--- config.mk ---
export PLATFORM = sky130hd
export DESIGN_NAME = data_unpack
export DESIGN_NICKNAME = d
export VERILOG_FILES = /design/src/rtl/data_pack_pkg.sv /design/src/rtl/data_unpack.sv
export SDC_FILE = /design/constraint.sdc
export NUM_CORES = 1
export LEC_CHECK = 0
export CAP_MARGIN = 20
export CORE_AREA = 2 2 92 103
export DETAILED_ROUTE_END_ITERATION = 10
export DIE_AREA = 0 0 94 105
export PLACE_DENSITY = 0.77
export SLEW_MARGIN = 20
export SYNTH_ARGS = -nofsm -noshare
export SYNTH_HDL_FRONTEND = slang
export SYNTH_SLANG_ARGS = --single-unit
export TNS_END_PERCENT = 5
--- constraint.sdc ---
create_clock -name clk -period 2.48 [get_ports clk]
set_clock_uncertainty 0.15 [all_clocks]
set_input_delay 0.744 -clock clk [delete_from_list [all_inputs] [get_ports clk]]
set_output_delay 0.744 -clock clk [all_outputs]
set_load 0.01 [all_outputs]
--- src/rtl/data_pack_pkg.sv ---
// Shared parameters, lane index type and state encoding for the RAM-side unpacker.
package data_pack_pkg;

  localparam int WORD_W = 64;
  localparam int LANE_W = 16;
  localparam int LANES  = WORD_W / LANE_W;

  typedef logic [1:0] lane_t;

  typedef enum logic {
    EMPTY = 1'b0,
    EMIT  = 1'b1
  } state_t;

endpackage

--- src/rtl/data_unpack.sv ---
// Splits 64-bit RAM words into four 16-bit lanes on a valid/ready stream, lane 0 = MSBs.
// Optional one-word prefetch slot for bubble-free streaming: DATA_UNPACK_PREFETCH_EN.
module data_unpack
  import data_pack_pkg::*;
(
  input  logic              clk,
  input  logic              rst,
  input  logic [WORD_W-1:0] din_ram,
  input  logic              din_valid,
  output logic              din_ready,
  input  logic              flush,
  output logic [LANE_W-1:0] dout,
  output logic              dout_valid,
  input  logic              dout_ready,
  output logic [1:0]        lane_idx,
  output logic              dout_last
);

  state_t              state, state_nxt;
  lane_t               lane, lane_nxt;
  logic [WORD_W-1:0]   word, word_nxt;
  logic                in_hs, out_hs, lane_last;

`ifdef DATA_UNPACK_PREFETCH_EN
  logic [WORD_W-1:0]   pf_word, pf_word_nxt;
  logic                pf_full, pf_full_nxt;
`endif

  assign lane_last = (lane == lane_t'(LANES - 1));

  // din_ready only looks at registered state, flush and rst, never at din_valid
  always_comb begin
    din_ready = 1'b0;
    if (!rst && !flush) begin
      if (state == EMPTY) begin
        din_ready = 1'b1;
      end else begin
`ifdef DATA_UNPACK_PREFETCH_EN
        din_ready = !pf_full;
`else
        din_ready = 1'b0;
`endif
      end
    end
  end

  assign dout_valid = !rst && (state == EMIT);
  assign dout       = rst ? '0 : word[WORD_W-1-LANE_W*int'(lane) -: LANE_W];
  assign lane_idx   = rst ? '0 : lane;
  assign dout_last  = dout_valid && lane_last;

  assign in_hs  = din_valid && din_ready;
  assign out_hs = dout_valid && dout_ready;

  always_comb begin
    state_nxt = state;
    lane_nxt  = lane;
    word_nxt  = word;
`ifdef DATA_UNPACK_PREFETCH_EN
    pf_word_nxt = pf_word;
    pf_full_nxt = pf_full;
`endif
    if (flush) begin
      state_nxt = EMPTY;
      lane_nxt  = '0;
`ifdef DATA_UNPACK_PREFETCH_EN
      pf_full_nxt = 1'b0;
`endif
    end else begin
      case (state)
        EMPTY: begin
          if (in_hs) begin
            word_nxt  = din_ram;
            lane_nxt  = '0;
            state_nxt = EMIT;
          end
        end
        EMIT: begin
          if (out_hs) begin
            if (lane_last) begin
              lane_nxt = '0;
`ifdef DATA_UNPACK_PREFETCH_EN
              if (pf_full) begin
                word_nxt    = pf_word;
                pf_full_nxt = 1'b0;
              end else if (in_hs) begin
                word_nxt = din_ram;
              end else begin
                state_nxt = EMPTY;
              end
`else
              state_nxt = EMPTY;
`endif
            end else begin
              lane_nxt = lane + lane_t'(1);
            end
          end
`ifdef DATA_UNPACK_PREFETCH_EN
          // an incoming word bypasses the slot when it lands on the lane-3 handshake
          if (in_hs && !(out_hs && lane_last)) begin
            pf_word_nxt = din_ram;
            pf_full_nxt = 1'b1;
          end
`endif
        end
        default: state_nxt = EMPTY;
      endcase
    end
  end

  always_ff @(posedge clk) begin
    if (rst) begin
      state <= EMPTY;
      lane  <= '0;
      word  <= '0;
    end else begin
      state <= state_nxt;
      lane  <= lane_nxt;
      word  <= word_nxt;
    end
  end

`ifdef DATA_UNPACK_PREFETCH_EN
  always_ff @(posedge clk) begin
    if (rst) begin
      pf_word <= '0;
      pf_full <= 1'b0;
    end else begin
      pf_word <= pf_word_nxt;
      pf_full <= pf_full_nxt;
    end
  end
`endif

endmodule

==> results.json <==
{
  "tns_ps": 0,
  "drt-total-wl_mm": 7.81,
  "ys_ff_latch": 67,
  "crit_arrival_ps": 1550,
  "gp_congestion": 0.780,
  "finalSetupViolCount": 0,
  "std_cell_rows": 36,
  "ys_types": 23,
  "io_pins": 90,
  "die_y_microns": 105,
  "met2_usage_pct": 25.7,
  "synthesis.nets": 354,
  "end_kind": "primary output",
  "grt_usage_pct": 16.3,
  "ys_async_sr_fraction_pct": 0,
  "critPathKind": "reg2out",
  "synth_edf_count": 0,
  "tritoncts.num_buffers": 9,
  "internal-power_w": 0.00194,
  "p_sw_share_pct": 22.9,
  "firstDrtPassIters": 4,
  "drtAntennaViolNets": 0,
  "cts_tree": "done",
  "leakage_nw": 1.99,
  "finalCritPeriodShare_pct": 98.7,
  "route.detailed.drc": 0,
  "startpoint_type": "flip-flop",
  "drt_iter0_drc": 78,
  "grt_pass1_wl_mm": 12.4,
  "clk_pin_slew_ps": 70,
  "numPortBuffers": 89,
  "ys.flop_type": "dfxtp_1",
  "grt_max_degree": 65,
  "core_area_sq_mm": 0.00878,
  "area_growth_pct": 35.9,
  "required_ps": 1590,
  "slowest_delay_ps": 390,
  "synth.top_cell.area_share_pct": 39.0,
  "power_frac_seq_pct": 46.2,
  "num-nets-final": 447,
  "slowest_stage": "dfxtp_4",
  "setup_ws_ps": 33.2,
  "cts_setup_buffers": 0,
  "worst_pin_slew_ps": 658,
  "grt_pass1_vias": 2481,
  "use_met3_pct": 4.11,
  "synth_top_area_cell": "dfxtp_1",
  "status": "completed",
  "initial_core_util_pct": 39.2,
  "cts_buffer_depth": 2,
  "drive_gt1_share_pct": 34.0,
  "powerDensity_mw_per_mm2": 537,
  "synth_area_per_cell_sq_um": 12.1,
  "yosysMostFrequentCell": "dfxtp_1",
  "max_freq_mhz": 409,
  "p_comb_share_pct": 14.6,
  "hpwl_mm": 5.56,
  "h-tree-depth": 3,
  "relSlewSlack_pct": 56.2,
  "wl_per_cell_microns": 15.8,
  "hold_depth": 1,
  "slew_violations": 0,
  "synth_warnings": 0,
  "rsz0062_at_grt": "true",
  "grt_antenna_before_repair": 0,
  "pwr-share-clk_pct": 39.1,
  "grt.busiest_layer": "met2",
  "syn_inst": 284,
  "pre_cts_ws_ps": -546,
  "worstPathMaxFanout": 12,
  "vdd_ir_drop_max_mv": 0.234,
  "yosys-top-cells-count": "dfxtp_1 (67), nor2b_1 (66), mux2_4 (60)",
  "grt-ovfl-total": 0,
  "use_met1_pct": 21.2,
  "nFillCells": 766,
  "period_needed_ps": 2450,
  "hold_path.class": "reg2reg",
  "max_cap_viol_count": 0,
  "die_w_microns": 94,
  "antenna_cells": 0,
  "syn_area_sq_mm": 0.00344,
  "vias_per_cell": 4.77,
  "p_switching_w": 0.000575,
  "reg2reg_depth": 3,
  "ys_seq_area_share_pct": 39.0,
  "synth.area.top_cells": "dfxtp_1 (39%), mux2_4 (26%), nor2b_1 (12%)",
  "crit_chain": "buf_12, mux2i_1, o22ai_1, buf_2",
  "clk_latency_ps": 330,
  "vias": 2364,
  "final_hold_viol_count": 0,
  "cts.sinks": 67,
  "cts_root_buffer": "clkbuf_8",
  "dieArea_sq_mm": 0.00987
}
==> layout make-up <==
cell class                      count  area, sq um  area share (%)
Clock buffer                        9          124            2.65
Clock inverter                      7         92.6            1.98
Inverter                            1         3.75          0.0802
Multi-Input combinational cell    193         1970            42.0
Sequential cell                    67         1350            28.7
Tap cell                          114          143            3.05
Timing Repair Buffer              105         1000            21.5
==> cells in the final DEF, fill, tap and decap left out, types with 4 or more instances in the layout <==
cell type / instances
buf_4: 7
clkbuf_8: 9
o22ai_1: 8
mux2_2: 4
buf_12: 6
dfxtp_1: 66
clkdlybuf4s50_1: 67
mux2i_1: 30
nor2b_1: 66
o22ai_2: 8
mux2_4: 60
buf_2: 17
==> power by group through the flow <==
stage | clock network (W) | registers, W | logic [W]
after global placement | 0 | 0.00118 | 0.000365
final | 0.000984 | 0.00116 | 0.000368
after global routing | 0.00106 | 0.00117 | 0.000393
after floorplan | 0 | 0.00118 | 0.000212
after CTS | 0.00102 | 0.00116 | 0.000366
after detailed placement | 0 | 0.00118 | 0.000370
==> cell families after synthesis <==
kind of cell             count (synthesis)  share of synthesized area (%)
adder cells (fa/ha/maj)                  1                          0.363
multiplexers                            97                           37.1
flip-flops                              67                           39.0
buffers and inverters                   24                           6.00
AND/OR/NAND/NOR                         76                           13.9
AO/OA/AOI/OAI                           19                           3.74
==> path summary, 6_finish.rpt <==
check                              from        to  slack (ps)
worst max-delay path            lane[0]  dout[12]          30
worst min-delay path            lane[0]   lane[0]         420
worst max register to register    state  word[36]         700
worst min register to register  lane[0]   lane[0]         420
==> layer usage <==
layer / wire length (microns) / up-vias
li1: - / 1173
met1: 3590 / 1116
met2: 3710 / 65
met3: 405 / 10
met4: 105 / 0
met5: 0 / -
==> metrics by stage <==
| stage | power (W) | instance area (sq um) | utilization, % | hold slack [ps] | std cells |
|---|---|---|---|---|---|
| final | 0.00251 | 4680 | 53.3 | 425 | 496 |
| after global routing | 0.00262 | 4680 | 53.3 | 441 | 496 |
| after CTS | 0.00254 | 4630 | 52.7 | 430 | 496 |
| after detailed placement | 0.00155 | 4470 | 50.8 | 409 | 480 |
| after global placement | 0.00155 | 4470 | 50.8 | 398 | 480 |
| after floorplan | 0.00139 | 3440 | - | 377 | 284 |
==> registers in the layout, summed over array words and instances (netlist names) <==
signal,cells
lane,2
state,1
word,64
==> timing repair <==
| item | CTS | global route |
|---|---|---|
| setup endpoints to repair | 21 | 18 |
| cloned | 0 | 0 |
| gates resized for setup | 75 | 15 |
| hold buffers | 0 | 0 |
==> worst max-delay path, delay by kind of cell (launching register included) <==
family / cells / cell delay [ps]
multiplexers: 1 / 370
flip-flops: 1 / 390
AO/OA/AOI/OAI: 1 / 130
buffers and inverters: 2 / 320
No activity file was read; power rests on OpenSTA's default activity.
